===== src/rtl/fixed_sqrt_pipe.sv =====
// Signed fixed-point square root, digit-by-digit restoring, one root bit per cycle; rounding build option FIXED_SQRT_ROUND_EN.
// Latency N+1 cycles (negative operand: 1); accepts only in IDLE, result held until ready_in.
module fixed_sqrt_pipe #(
    parameter  int WIDTH     = 32,
    parameter  int FRAC_BITS = 11,
    localparam int N         = (WIDTH - 1 + FRAC_BITS + 1) / 2,
    localparam int RW        = N + 1
) (
    input  logic             clk_in,
    input  logic             rst_n_in,
    input  logic             valid_in,
    output logic             ready_out,
    input  logic [WIDTH-1:0] input_val,
    output logic             valid_out,
    input  logic             ready_in,
    output logic [WIDTH-1:0] result,
    output logic [RW-1:0]    remainder,
    output logic             error_out
);

    localparam int CW = $clog2(N + 1);

    typedef enum logic [1:0] {IDLE, CALC, ERR, DONE} state_t;

    state_t             state_q;
    logic [2*N-1:0]     rad_q;
    logic [N+1:0]       rem_q;
    logic [N-1:0]       root_q;
    logic [CW-1:0]      cnt_q;
    logic               last_q;
    logic               valid_q;
    logic               error_q;
    logic [WIDTH-1:0]   result_q;
    logic [RW-1:0]      remainder_q;

    logic [2*N-1:0]     rad_init;
    logic [N+1:0]       rem_shift;
    logic [N+1:0]       trial;
    logic               take;
    logic [N+1:0]       rem_d;
    logic [N-1:0]       root_d;
    logic [N:0]         root_rnd;

    // Radicand R = operand << F; sign bit is known zero on this path.
    always_comb begin
        rad_init = '0;
        rad_init[WIDTH-2:0] = input_val[WIDTH-2:0];
        rad_init = rad_init << FRAC_BITS;
    end

    // Top two bits of rem_q are always zero here since rem <= 2*root before the shift.
    assign rem_shift = {rem_q[N-1:0], rad_q[2*N-1 -: 2]};
    assign trial     = {root_q, 2'b01};
    assign take      = (rem_shift >= trial);
    assign rem_d     = take ? (rem_shift - trial) : rem_shift;
    assign root_d    = (root_q << 1) | N'(take);

`ifdef FIXED_SQRT_ROUND_EN
    assign root_rnd = (rem_q > {2'b00, root_q}) ? ({1'b0, root_q} + (N+1)'(1)) : {1'b0, root_q};
`else
    assign root_rnd = {1'b0, root_q};
`endif

    always_ff @(posedge clk_in or negedge rst_n_in) begin
        if (!rst_n_in) begin
            state_q     <= IDLE;
            rad_q       <= '0;
            rem_q       <= '0;
            root_q      <= '0;
            cnt_q       <= '0;
            last_q      <= 1'b0;
            valid_q     <= 1'b0;
            error_q     <= 1'b0;
            result_q    <= '0;
            remainder_q <= '0;
        end else begin
            case (state_q)
                IDLE: begin
                    if (valid_in) begin
                        if (input_val[WIDTH-1]) begin
                            state_q <= ERR;
                        end else begin
                            state_q <= CALC;
                            rad_q   <= rad_init;
                            rem_q   <= '0;
                            root_q  <= '0;
                            cnt_q   <= CW'(N - 1);
                            last_q  <= 1'b0;
                        end
                    end
                end
                CALC: begin
                    if (!last_q) begin
                        rem_q  <= rem_d;
                        root_q <= root_d;
                        rad_q  <= rad_q << 2;
                        if (cnt_q == '0) begin
                            last_q <= 1'b1;
                        end else begin
                            cnt_q <= cnt_q - CW'(1);
                        end
                    end else begin
                        // All N digits resolved: publish, folding in the optional round-up.
                        state_q     <= DONE;
                        valid_q     <= 1'b1;
                        error_q     <= 1'b0;
                        result_q    <= WIDTH'(root_rnd);
                        remainder_q <= rem_q[RW-1:0];
                    end
                end
                ERR: begin
                    state_q     <= DONE;
                    valid_q     <= 1'b1;
                    error_q     <= 1'b1;
                    result_q    <= '0;
                    remainder_q <= '0;
                end
                DONE: begin
                    if (ready_in) begin
                        state_q <= IDLE;
                        valid_q <= 1'b0;
                    end
                end
                default: begin
                    state_q <= IDLE;
                    valid_q <= 1'b0;
                end
            endcase
        end
    end

    assign ready_out = (state_q == IDLE);
    assign valid_out = valid_q;
    assign error_out = error_q;
    assign result    = result_q;
    assign remainder = remainder_q;

endmodule


===== config.mk =====
export PLATFORM = sky130hd
export DESIGN_NAME = fixed_sqrt_pipe
export DESIGN_NICKNAME = d
export VERILOG_FILES = /design/src/rtl/fixed_sqrt_pipe.sv
export SDC_FILE = /design/constraint.sdc
export NUM_CORES = 1
export LEC_CHECK = 0
export CORE_MARGIN = 3
export CORE_UTILIZATION = 47
export DETAILED_ROUTE_END_ITERATION = 6
export PLACE_DENSITY_LB_ADDON = 0.2
export REMOVE_ABC_BUFFERS = 1
export SETUP_SLACK_MARGIN = 0.02
export SLEW_MARGIN = 20
export SYNTH_ARGS = -nofsm -noshare
export SYNTH_HDL_FRONTEND = slang
export SYNTH_SLANG_ARGS = --single-unit

===== constraint.sdc =====
create_clock -name clk_in -period 6.05 [get_ports clk_in]
set_clock_uncertainty 0.1 [all_clocks]
set_input_delay 1.21 -clock clk_in [delete_from_list [all_inputs] [get_ports clk_in]]
set_output_delay 1.21 -clock clk_in [all_outputs]
set_load 0.03 [all_outputs]

==> run summary <==
Post-CTS Hold Buffers: 0
Crit path kind: flip-flop to flip-flop
Crit path cell chain: ha_1 > a21oi_1 > o21ai_0 > a31oi_1 > o21ai_2 > a21oi_2 > o211ai_2 > a31oi_2 > buf_4 > mux2i_1 > o21ai_0
Clk slew on worst S/H paths: 0.06 ns
Resized cells post-CTS: 0
Number of global-route vias before repair: 5004
Hold_sp: rad_q[22]
Largest net degree at the start of global routing: 104
# rows: 42
Delay of the slowest critical-path stage: 0.67 ns
Critical Path AT: 3.65 ns
Post-Syn Area per Cell: 10.2 µm²
Ys Warns: 0
Congestion Overflow GR: 0
WL/cell: 15.3 µm
Post-synth EDFFs: 0
Remaining design rule violation count: 0
Total global-route track usage: 0.194
CP Data Required Time: 6.23 ns
Fin area: 0.00788 mm²
Share of cells above drive strength 1: 0.0705
Maxcap violations: 0
Clock Latency Late Sink: 0.42 ns
Slew margin rel.: 0.363
Crit path top cell by count: o21ai_0
Slew @ Worst Pin: 0.956 ns
Port Buf Inserts: 81
Die height: 123 µm
Post-route ant nets: 0
Pleak: 3.45 nW
Worst Setup SP: rem_q[6]
Final Total Pwr: 3.96 mW
RSZ-0062 raised after global routing: no
Initial drt markers: 225
Crit-path max FO: 24
TritonCTS buffer count: 17
Post-layout min period: 3.47 ns
Max rail drop VDD: 0.329 mV
CP Capture Type: flip-flop
P&R area growth vs syn: 23.0%
DPL Wire Length: 9.04 mm
Final Non-Filler Cells: 885
Ys flop type: dfrtp_1
Root Driver: clkbuf_16
Setup Buffers After CTS: 0
Final Slew Violations: 0
Cell Count Post-Placement: 854
Final cycle utilization of the critical path: 0.573
Status: complete, no violations
Routed vias/inst: 5.47
Seq/Total Area, Yosys: 0.496
CTS Sinks: 127
Die ar.: 0.0151 mm²
N_diodes: 0
P per Cell Area: 502 mW/mm²
Starting density of the core: 0.482
Synth Register Bits: 127
Post-Syn Instances: 626
Final setup vio count: 0
Achievable Freq: 0.288 GHz
Total area of sequential cells: 0.00318 mm²
Area of the multi-input gates: 0.00294 mm²
Filler cells: 1119
Clock Tree Buf Depth: 2
Hold Fails Final Rpt: 0
GPL Wtd Cong: 0.838
Crit path launch type: flip-flop
Layout Nets: 762
Core area: 0.0133 mm²
Hold Path Class: flip-flop to flip-flop
Horiz. Die Dim: 123 µm
Via Count: 4837
CTS tree: done
First-pass GRT wire length: 23.2 mm
Placed cell area: 0.00730 mm²
Io pins: 93
Setup TNS: 0 ns
Slowest CP cell: a31oi_2
WL final: 13.5 mm
Initial antenna violation count: 0
Post-Syn Area: 0.00641 mm²
Reg2reg start: rem_q[6]
Distinct cell type count after synthesis: 55
Async SR Flop Fraction: 1.00
DRT Pass-1 Iters: 4
CTS H-tree lvls: 4
## cell usage in the layout, fill, tap and decap left out, types with 2 or more instances in the layout
master | Yosys | final
a21o_1 | 4 | 4
a21oi_1 | 18 | 18
a21oi_2 | 2 | 2
a221o_1 | 2 | 2
a22o_1 | 45 | 45
a31oi_1 | 3 | 3
and4_1 | 2 | 2
buf_4 | 11 | 6
bufinv_16 | 0 | 2
clkbuf_1 | 21 | 4
clkbuf_16 | 0 | 17
clkbuf_8 | 0 | 3
clkdlybuf4s50_1 | 0 | 80
clkinv_2 | 0 | 5
conb_1 | 1 | 11
dfrtp_1 | 127 | 127
ha_1 | 29 | 28
inv_1 | 33 | 33
mux2i_1 | 37 | 36
nand2_1 | 83 | 83
nand2b_1 | 6 | 6
nand3_1 | 17 | 17
nor2_1 | 15 | 14
nor2b_1 | 4 | 4
nor3_1 | 5 | 5
nor4_1 | 3 | 3
o211ai_1 | 4 | 4
o21a_1 | 3 | 3
o21ai_0 | 71 | 71
o21ai_1 | 2 | 2
o21ai_2 | 2 | 2
o21bai_1 | 2 | 2
o311ai_0 | 12 | 12
o31ai_1 | 4 | 4
or2_2 | 3 | 3
xnor2_1 | 12 | 12
xor2_1 | 11 | 11
## path summary, 6_finish.rpt
path / to / slack (ns) / cells past startpoint
worst max-delay path: rem_q[9] / 2.58 / 11
worst min-delay path: rad_q[22] / 0.38 / 2
worst max register to register: rem_q[9] / 2.58 / 11
worst min register to register: rad_q[22] / 0.38 / 2
max in group asynchronous: remainder[10] / 4.06 / 2
min in group asynchronous: result[10] / 0.72 / 1
## metal layers
layer,track usage,wire (µm),vias up
li1,-,-,2360
met1,0.236,5970,2332
met2,0.315,6420,121
met3,0.0641,874,24
met4,0.0826,275,0
met5,0,0,-
## critical path, delay by kind of cell (launching register included)
family | cells | cell delay, ns
compound gates | 8 | 1.81
fa+ha+maj | 1 | 0.38
buf+inv | 1 | 0.41
flops | 1 | 0.41
mux | 1 | 0.22
## synthesized netlist by cell type (3+ instances only)
cell type,n,area share
o311ai_0,12,0.016
a31oi_1,3,0.0029
a21oi_1,18,0.014
a22o_1,45,0.061
nor3_1,5,0.0039
ha_1,29,0.057
or2_2,3,0.0029
xor2_1,11,0.015
nand3_1,17,0.013
o21a_1,3,0.0035
buf_4,11,0.013
clkbuf_1,21,0.012
mux2i_1,37,0.058
inv_1,33,0.019
nor2_1,15,0.0088
nand2b_1,6,0.0059
xnor2_1,12,0.016
o211ai_1,4,0.0047
o21ai_0,71,0.055
nor2b_1,4,0.0039
buf_1,9,0.0053
a21o_1,4,0.0047
o31ai_1,4,0.0047
nor4_1,3,0.0029
nand2_1,83,0.049
dfrtp_1,127,0.50
## metrics by stage
stage / hold slack [ns] / setup WS (ns) / util
6_report: 0.375 / 2.58 / 0.593
5_1_grt: 0.405 / 2.26 / 0.593
4_1_cts: 0.382 / 2.62 / 0.592
3_5_place_dp: 0.370 / 2.60 / 0.549
3_3_place_gp: 0.362 / 2.66 / 0.549
2_1_floorplan: 0.350 / 0.210 / -
## power breakdown
group | internal (mW) | switching [mW] | total [mW]
sequential | 1.04 | 0.142 | 1.19
combinational | 0.701 | 1.08 | 1.78
clock | 0.632 | 0.353 | 0.985
## flip-flops by register name, summed over array words and instances, names as in the netlist
register / flops
state_q: 2
valid_out: 1
cnt_q: 5
rad_q: 31
last_q: 1
root_q: 21
remainder: 22
result: 21
rem_q: 22
error_out: 1
## layout make-up
class                           instances  area share
Inverter                               33      0.0157
Sequential cell                       127       0.403
Clock inverter                          7      0.0108
Clock buffer                           24      0.0611
Timing Repair Buffer                   87       0.109
Multi-Input combinational cell        431       0.372
Tap cell                              176      0.0279
## cell families after synthesis
family                     after synthesis  synth area share
buffers and inverters                   78            0.0564
muxes                                   37            0.0578
AOI/OAI and AO/OA                      186             0.200
xor gates and xnor gates                23            0.0314
and+or+nand+nor                        145             0.102
other                                    1          0.000585
DFF                                    127             0.496
adders and majority gates               29            0.0566
Power figures use the tool's default switching activity.
